==> src/rtl/gpu_apb_master_pkg.sv <==
// Shared types for the GPU APB command master: bus FSM states and the
// 32-bit GPU command word layout.
package gpu_apb_pkg;

  localparam int OPCODE_W = 4;
  localparam int PARAM_W  = 28;
  localparam int CMD_W    = OPCODE_W + PARAM_W;

  typedef enum logic [1:0] {
    IDLE,
    SETUP,
    ACCESS
  } apb_state_t;

  typedef struct packed {
    logic [OPCODE_W-1:0] opcode;
    logic [PARAM_W-1:0]  parameters;
  } gpu_cmd_t;

endpackage

==> src/rtl/gpu_apb_master_if.sv <==
// Host command handshake, APB write bus and status/control signals of the
// GPU APB command master, bundled with master/slave views.
interface gpu_apb_master_if;
  import gpu_apb_pkg::*;

  // host command side
  logic                cmd_valid_i;
  logic                cmd_ready_o;
  logic [OPCODE_W-1:0] opcode_i;
  logic [PARAM_W-1:0]  parameters_i;

  // APB side
  logic [31:0]         pAddr_o;
  logic [CMD_W-1:0]    pDataWrite_o;
  logic                pSel_o;
  logic                pEnable_o;
  logic                pWrite_o;
  logic                pReady_i;
  logic                pSlvErr_i;

  // status / control
  logic                busy_o;
  logic                error_o;
  logic                clear_err_i;

  // the block itself
  modport master (
    input  cmd_valid_i, opcode_i, parameters_i, pReady_i, pSlvErr_i, clear_err_i,
    output cmd_ready_o, pAddr_o, pDataWrite_o, pSel_o, pEnable_o, pWrite_o,
           busy_o, error_o
  );

  // the environment around it (host source + APB slave)
  modport slave (
    output cmd_valid_i, opcode_i, parameters_i, pReady_i, pSlvErr_i, clear_err_i,
    input  cmd_ready_o, pAddr_o, pDataWrite_o, pSel_o, pEnable_o, pWrite_o,
           busy_o, error_o
  );

endinterface

==> src/rtl/gpu_apb_master_cmd_fifo.sv <==
// Circular command buffer with extra-MSB pointers: equal pointers mean
// empty, pointers differing only in the MSB mean full. Head is read
// combinationally so the bus FSM can register it on the pop edge.
module gpu_cmd_fifo #(
  parameter int DEPTH = 4,
  parameter int WIDTH = 32
) (
  input  logic             clk,
  input  logic             n_rst,
  input  logic             push,
  input  logic             pop,
  input  logic [WIDTH-1:0] wr_data,
  output logic [WIDTH-1:0] rd_data,
  output logic             full,
  output logic             empty
);

  localparam int AW = $clog2(DEPTH);

  logic [AW:0]      wr_ptr;
  logic [AW:0]      rd_ptr;
  logic [WIDTH-1:0] mem [DEPTH];

  assign empty   = (wr_ptr == rd_ptr);
  assign full    = (wr_ptr[AW] != rd_ptr[AW]) && (wr_ptr[AW-1:0] == rd_ptr[AW-1:0]);
  assign rd_data = mem[rd_ptr[AW-1:0]];

  // Pointer update; wraps naturally through the extra MSB.
  // NOTE: sequential state always uses non-blocking (<=) so every register samples pre-edge values.
  always_ff @(posedge clk or negedge n_rst) begin
    if (!n_rst) begin
      wr_ptr <= '0;
      rd_ptr <= '0;
    end else begin
      if (push && !full)  wr_ptr <= wr_ptr + (AW+1)'(1);
      if (pop  && !empty) rd_ptr <= rd_ptr + (AW+1)'(1);
    end
  end

  // Storage write.
  // NOTE: the array has no reset; its contents are only observed through rd_ptr after a write, so resetting it would only cost flops.
  always_ff @(posedge clk) begin
    if (push && !full) mem[wr_ptr[AW-1:0]] <= wr_data;
  end

endmodule

==> src/rtl/gpu_apb_master.sv <==
// GPU APB command master: buffers host commands and issues each one as an
// APB write (SETUP then ACCESS) to CMD_ADDR. All bus outputs are registered.
// Optional: define GPU_APB_MASTER_TIMEOUT_EN to abandon an ACCESS phase that
// waits TIMEOUT_CYCLES cycles without pReady_i (flags error_o).
module gpu_apb_master
  import gpu_apb_pkg::*;
#(
  parameter int          FIFO_DEPTH     = 4,
  parameter logic [31:0] CMD_ADDR       = 32'h0000_0000,
  parameter int          TIMEOUT_CYCLES = 16
) (
  input  logic              clk,
  input  logic              n_rst,
  gpu_apb_master_if.master  bus
);

  // Reject configurations the pointer scheme and timeout counter cannot handle.
  if (FIFO_DEPTH < 2 || (FIFO_DEPTH & (FIFO_DEPTH - 1)) != 0 || TIMEOUT_CYCLES < 1) begin : g_bad_cfg
    $error("gpu_apb_master: FIFO_DEPTH must be a power of 2 >= 2, TIMEOUT_CYCLES >= 1");
  end

  apb_state_t state;
  gpu_cmd_t   push_cmd;
  gpu_cmd_t   head_cmd;
  logic       fifo_push;
  logic       fifo_pop;
  logic       fifo_full;
  logic       fifo_empty;
  logic       access_abort;
  logic       access_done;

  assign push_cmd        = '{opcode: bus.opcode_i, parameters: bus.parameters_i};
  assign bus.cmd_ready_o = !fifo_full;
  assign fifo_push       = bus.cmd_valid_i && !fifo_full;
  assign bus.busy_o      = (state != IDLE) || !fifo_empty;

`ifdef GPU_APB_MASTER_TIMEOUT_EN
  localparam int TMO_W = $clog2(TIMEOUT_CYCLES + 1);

  logic [TMO_W-1:0] tmo_cnt;

  assign access_abort = (state == ACCESS) && !bus.pReady_i &&
                        (tmo_cnt == TMO_W'(TIMEOUT_CYCLES - 1));

  // Count ACCESS cycles spent waiting; restarts on every SETUP.
  always_ff @(posedge clk or negedge n_rst) begin
    if (!n_rst) begin
      tmo_cnt <= '0;
    end else if (state == SETUP) begin
      tmo_cnt <= '0;
    end else if (state == ACCESS && !bus.pReady_i) begin
      tmo_cnt <= tmo_cnt + TMO_W'(1);
    end
  end
`else
  assign access_abort = 1'b0;
`endif

  // ACCESS ends on slave ready or on an abandoned wait; either frees the bus.
  assign access_done = (state == ACCESS) && (bus.pReady_i || access_abort);
  assign fifo_pop    = !fifo_empty && ((state == IDLE) || access_done);

  gpu_cmd_fifo #(
    .DEPTH (FIFO_DEPTH),
    .WIDTH (CMD_W)
  ) u_fifo (
    .clk     (clk),
    .n_rst   (n_rst),
    .push    (fifo_push),
    .pop     (fifo_pop),
    .wr_data (push_cmd),
    .rd_data (head_cmd),
    .full    (fifo_full),
    .empty   (fifo_empty)
  );

  // APB sequencer and registered bus outputs; sticky error with set-over-clear.
  always_ff @(posedge clk or negedge n_rst) begin
    if (!n_rst) begin
      state            <= IDLE;
      bus.pSel_o       <= 1'b0;
      bus.pEnable_o    <= 1'b0;
      bus.pWrite_o     <= 1'b0;
      bus.pAddr_o      <= '0;
      bus.pDataWrite_o <= '0;
      bus.error_o      <= 1'b0;
    end else begin
      if (access_done && ((bus.pReady_i && bus.pSlvErr_i) || access_abort)) begin
        bus.error_o <= 1'b1;
      end else if (bus.clear_err_i) begin
        bus.error_o <= 1'b0;
      end

      case (state)
        IDLE: begin
          if (!fifo_empty) begin
            state            <= SETUP;
            bus.pSel_o       <= 1'b1;
            bus.pEnable_o    <= 1'b0;
            bus.pWrite_o     <= 1'b1;
            bus.pAddr_o      <= CMD_ADDR;
            bus.pDataWrite_o <= head_cmd;
          end
        end
        SETUP: begin
          state         <= ACCESS;
          bus.pEnable_o <= 1'b1;
        end
        ACCESS: begin
          if (access_done) begin
            if (!fifo_empty) begin
              state            <= SETUP;
              bus.pEnable_o    <= 1'b0;
              bus.pDataWrite_o <= head_cmd;
            end else begin
              state         <= IDLE;
              bus.pSel_o    <= 1'b0;
              bus.pEnable_o <= 1'b0;
              bus.pWrite_o  <= 1'b0;
            end
          end
        end
        default: begin
          state         <= IDLE;
          bus.pSel_o    <= 1'b0;
          bus.pEnable_o <= 1'b0;
          bus.pWrite_o  <= 1'b0;
        end
      endcase
    end
  end

endmodule

==> src/flat_wrapper.sv <==
// flat-port wrapper written by rule: the top's interface ports become plain ports
module gpu_apb_master_flat import gpu_apb_pkg::*;
#(
  parameter int          FIFO_DEPTH     = 4,
  parameter logic [31:0] CMD_ADDR       = 32'h0000_0000,
  parameter int          TIMEOUT_CYCLES = 16
)
  (clk, n_rst, bus_cmd_valid_i, bus_opcode_i, bus_parameters_i, bus_pReady_i, bus_pSlvErr_i, bus_clear_err_i, bus_cmd_ready_o, bus_pAddr_o, bus_pDataWrite_o, bus_pSel_o, bus_pEnable_o, bus_pWrite_o, bus_busy_o, bus_error_o);
  gpu_apb_master_if bus_i ();
  input  logic clk;
  input  logic n_rst;
  input wire logic [$bits(bus_i.cmd_valid_i)-1:0] bus_cmd_valid_i;
  input wire logic [$bits(bus_i.opcode_i)-1:0] bus_opcode_i;
  input wire logic [$bits(bus_i.parameters_i)-1:0] bus_parameters_i;
  input wire logic [$bits(bus_i.pReady_i)-1:0] bus_pReady_i;
  input wire logic [$bits(bus_i.pSlvErr_i)-1:0] bus_pSlvErr_i;
  input wire logic [$bits(bus_i.clear_err_i)-1:0] bus_clear_err_i;
  output wire logic [$bits(bus_i.cmd_ready_o)-1:0] bus_cmd_ready_o;
  output wire logic [$bits(bus_i.pAddr_o)-1:0] bus_pAddr_o;
  output wire logic [$bits(bus_i.pDataWrite_o)-1:0] bus_pDataWrite_o;
  output wire logic [$bits(bus_i.pSel_o)-1:0] bus_pSel_o;
  output wire logic [$bits(bus_i.pEnable_o)-1:0] bus_pEnable_o;
  output wire logic [$bits(bus_i.pWrite_o)-1:0] bus_pWrite_o;
  output wire logic [$bits(bus_i.busy_o)-1:0] bus_busy_o;
  output wire logic [$bits(bus_i.error_o)-1:0] bus_error_o;
  assign bus_i.cmd_valid_i = bus_cmd_valid_i;
  assign bus_i.opcode_i = bus_opcode_i;
  assign bus_i.parameters_i = bus_parameters_i;
  assign bus_i.pReady_i = bus_pReady_i;
  assign bus_i.pSlvErr_i = bus_pSlvErr_i;
  assign bus_i.clear_err_i = bus_clear_err_i;
  assign bus_cmd_ready_o = bus_i.cmd_ready_o;
  assign bus_pAddr_o = bus_i.pAddr_o;
  assign bus_pDataWrite_o = bus_i.pDataWrite_o;
  assign bus_pSel_o = bus_i.pSel_o;
  assign bus_pEnable_o = bus_i.pEnable_o;
  assign bus_pWrite_o = bus_i.pWrite_o;
  assign bus_busy_o = bus_i.busy_o;
  assign bus_error_o = bus_i.error_o;
  gpu_apb_master #(.FIFO_DEPTH(FIFO_DEPTH), .CMD_ADDR(CMD_ADDR), .TIMEOUT_CYCLES(TIMEOUT_CYCLES)) u_core (.clk(clk), .n_rst(n_rst), .bus(bus_i));
endmodule
==> config.mk <==
export PLATFORM = sky130hd
export DESIGN_NAME = gpu_apb_master_flat
export DESIGN_NICKNAME = d
export VERILOG_FILES = /design/src/rtl/gpu_apb_master_pkg.sv /design/src/rtl/gpu_apb_master_if.sv /design/src/rtl/gpu_apb_master_cmd_fifo.sv /design/src/rtl/gpu_apb_master.sv /design/src/flat_wrapper.sv
export SDC_FILE = /design/constraint.sdc
export NUM_CORES = 1
export LEC_CHECK = 0
export BUFFER_PORTS_ARGS = -buffer_cell sky130_fd_sc_hd__clkbuf_2
export CORE_MARGIN = 2
export CORE_UTILIZATION = 25
export CTS_BUF_LIST = sky130_fd_sc_hd__clkbuf_16
export CTS_CLUSTER_SIZE = 10
export DETAILED_ROUTE_END_ITERATION = 16
export PLACE_DENSITY_LB_ADDON = 0.1
export SYNTH_ARGS = -nofsm -noshare
export SYNTH_HDL_FRONTEND = slang
export SYNTH_SLANG_ARGS = --single-unit
==> constraint.sdc <==
create_clock -name clk -period 2.34 [get_ports clk]
set_input_delay 0.468 -clock clk [delete_from_list [all_inputs] [get_ports clk]]
set_output_delay 0.468 -clock clk [all_outputs]
set_load 0.02 [all_outputs]
==> reports/results.tsv <==
stage	metric	value	unit
worst_setup_path	path_class	register to output pin	
synth	yosys.area.top_type_share	0.580	
worst_setup_path	start_kind	register	
finish	n_antenna_cell	0	
grt	antenna_found_initial	0	
synth	synthXorXnorAreaFrac	0.0132	
synth	yosys-top-cells-count	edfxtp_1 (128), dfrtp_1 (42), buf_4 (33), mux2_2 (33), mux4_2 (32)	
clock_network	cts_hold_buf	0	
drt	drt-initial-drc-count	126	
outcome	run_status	finished, final reports clean	
drt	routed_wl	13700	um
placement	port_buffers	75	
drt	vias	3070	
power	p_switching	3.68	mW
grt	grt_pass1_vias	3308	
grt	overflow	0	
power	p_clk_frac	0.234	
power	pwr-share-comb	0.349	
worst_setup_path	slowest_stage	dfrtp_4	
timing	rsz0062_at_grt	no	
placement	dp_hpwl	8330	um
timing	period_needed	2150	ps
placement	gp_congestion	0.630	
clock_network	clockRootBuffer	clkbuf_16	
clock_network	clk_pin_slew	70	ps
timing	clock_skew	9.82	ps
synth	ys.flop_type	edfxtp_1	
hold_path	hold_path.class	primary input to asynchronous set/reset pin	
clock_network	cts.repair.resized	1	
timing	min_period_over_period	0.920	
timing	finalSetupTns	0	ps
timing	finalHoldViolations	0	
synth	yosysWarningCount	0	
grt	grt.total_usage	0.104	
timing	maxSlewViolCount	0	
synth	ys_seq_area_frac	0.739	
synth	synth_top_family_by_area	multiplexers	
die	row_count	59	
synth	syn_area_per_cell	20.7	um^2
clock_network	clock_latency	420	ps
timing	worst_pin_slew	757	ps
synth	synth_area_leaders	edfxtp_1 (58%), dfrtp_1 (16%), mux4_2 (11%)	
clock_network	cts_tree	done	
finish	num-nets-final	460	
worst_setup_path	cp_max_fo	4	
worst_setup_path	cpPeakStageDelay	500	ps
power	internal_power	7.35	mW
grt	met3_usage	0.0330	
synth	synthDistinctLibCells	26	
die	initial_utilization	0.254	
clock_network	htreeDepth	4	
die	dieArea	27800	um^2
drt	antenna_left	0	
synth	synth-simple-area-share	0.00907	
timing	fmax	465	MHz
synth	synth-adder-area-share	0.00944	
die	fp.dieW	167	um
synth	async_flop_share	0.247	
power	switching_share	0.334	
grt	use_met2	0.167	
power	power	11.0	mW
die	coreArea	26100	um^2
synth	synth_top_cell_by_area	edfxtp_1	
clock_network	post_cts_buffers	0	
power	power_density	1390	nW/um^2
worst_setup_path	cpLargestDelayFamily	flip-flops	
finish	syn_to_final_growth	19.8	%
finish	drive_above_1_share	0.453	
clock_network	clk_path_buf_depth	2	
synth	ys_ff_latch	170	
drt	routedWlPerCell	18.0	um
die	die_h	167	um
power	leakagePower	2.91	nW
grt	grt_pass1_wl	20800	um
worst_setup_path	path_cells	xor2_1, nor3_2, nand2_1, clkbuf_2	
drt	viasPerCell	4.01	
grt	busiest_layer	met2	
timing	maxSlewHeadroom	0.495	
clock_network	clock-sinks	170	
run	drv_cap	0	
timing	setup_viol	0	
grt	grt_max_degree	28	
synth	synth_edf_count	128	
worst_setup_path	end_kind	output pin	
synth	synth_compound_area_frac	0.0106	
synth	yosysMostFrequentCell	edfxtp_1	
die	io_pins	108	
grt	grt_use_met1	0.132	
drt	drt_first_pass_iters	4	
worst_setup_path	cp.arrival	1680	ps
synth	synthMuxAreaShare	0.167	
synth	synth_area	6630	um^2
worst_setup_path	crit_required	1870	ps
drt	drc	0	
power	p_seq_frac	0.417	
power	vdd_drop_max	0.000476	V
clock_network	cts_buffers	17	
synth	postSynthCellCount	320	
worst_setup_path	critPathBufInv	1	
==> per-layer routing <==
layer	part of all wire	vias up
met3	0.048	9
met4	0.013	0
met5	0	-
met2	0.48	89
li1	-	1375
met1	0.46	1597
==> metrics by stage <==
step                      setup WS [ps]  cells  hold slack [ps]  utilization  area [um^2]
after floorplan                     123    351              172            -         6740
after global routing               62.8    765              129        0.305         7940
after global placement              383    733              469        0.284         7390
after CTS                           178    765              116        0.305         7940
final                               187    765              102        0.305         7940
after detailed placement            367    733              480        0.284         7390
==> cells in the final DEF, fill, tap and decap left out, drive strengths merged, types with 2 or more instances in the layout <==
cell type / instances
and2: 4
mux2: 34
clkinv: 5
mux4: 32
clkinvlp: 4
conb: 32
dfrtp: 42
o21ai: 2
buf: 16
inv: 11
ha: 5
edfxtp: 128
nand2: 4
xnor2: 5
xor2: 5
clkbuf: 92
==> power by group through the flow <==
stage	logic, mW	registers (mW)	clock network, mW
after detailed placement	3.99	4.68	0
after CTS	4.00	4.62	2.68
after global placement	3.98	4.66	0
after global routing	4.22	4.70	2.80
final	3.85	4.60	2.58
after floorplan	2.44	4.93	0
==> final cells by class <==
class / count / area (um^2)
well taps: 335 / 419
inverters: 5 / 18.8
clock buffers: 17 / 425
repair buffers: 91 / 546
clock inverters: 15 / 116
multi-input cells: 132 / 1510
fillers: 2568 / 18100
flip-flops and latches: 170 / 4900
==> state kept, by name, indices dropped and copies added, names as in the netlist <==
register                 count
u_core.bus.pEnable_o         1
u_core.state                 1
u_core.u_fifo.rd_ptr         3
u_core.u_fifo.wr_ptr         3
u_core.u_fifo.mem          128
u_core.bus.error_o           1
u_core.bus.pDataWrite_o     32
u_core.bus.pSel_o            1
==> final timing paths <==
kind / to / slack, ps / start / cells past startpoint
worst min register to register: u_core.bus.pDataWrite_o[7] / 490 / u_core.bus.pDataWrite_o[7] / 1
worst max-delay path: bus_busy_o / 190 / u_core.u_fifo.rd_ptr[0] / 4
min in group clk: u_core.bus.error_o / 230 / bus_clear_err_i / 2
max in group asynchronous: u_core.bus.pDataWrite_o[17] / 1510 / n_rst / 2
worst max register to register: u_core.u_fifo.mem[2][10] / 390 / u_core.u_fifo.rd_ptr[2] / 4
worst min-delay path: u_core.bus.pDataWrite_o[11] / 100 / n_rst / 1
==> cell families (layout without fill, tap and decap cells) <==
family                     count (synthesis)  after routing
and+or+nand+nor                           12             12
adders and majority gates                  5              5
other                                      1             32
buffers and inverters                     49            128
AOI/OAI and AO/OA                          7              7
DFF                                      170            170
xor gates and xnor gates                  10             10
muxes                                     66             66
Power figures use the tool's default switching activity.
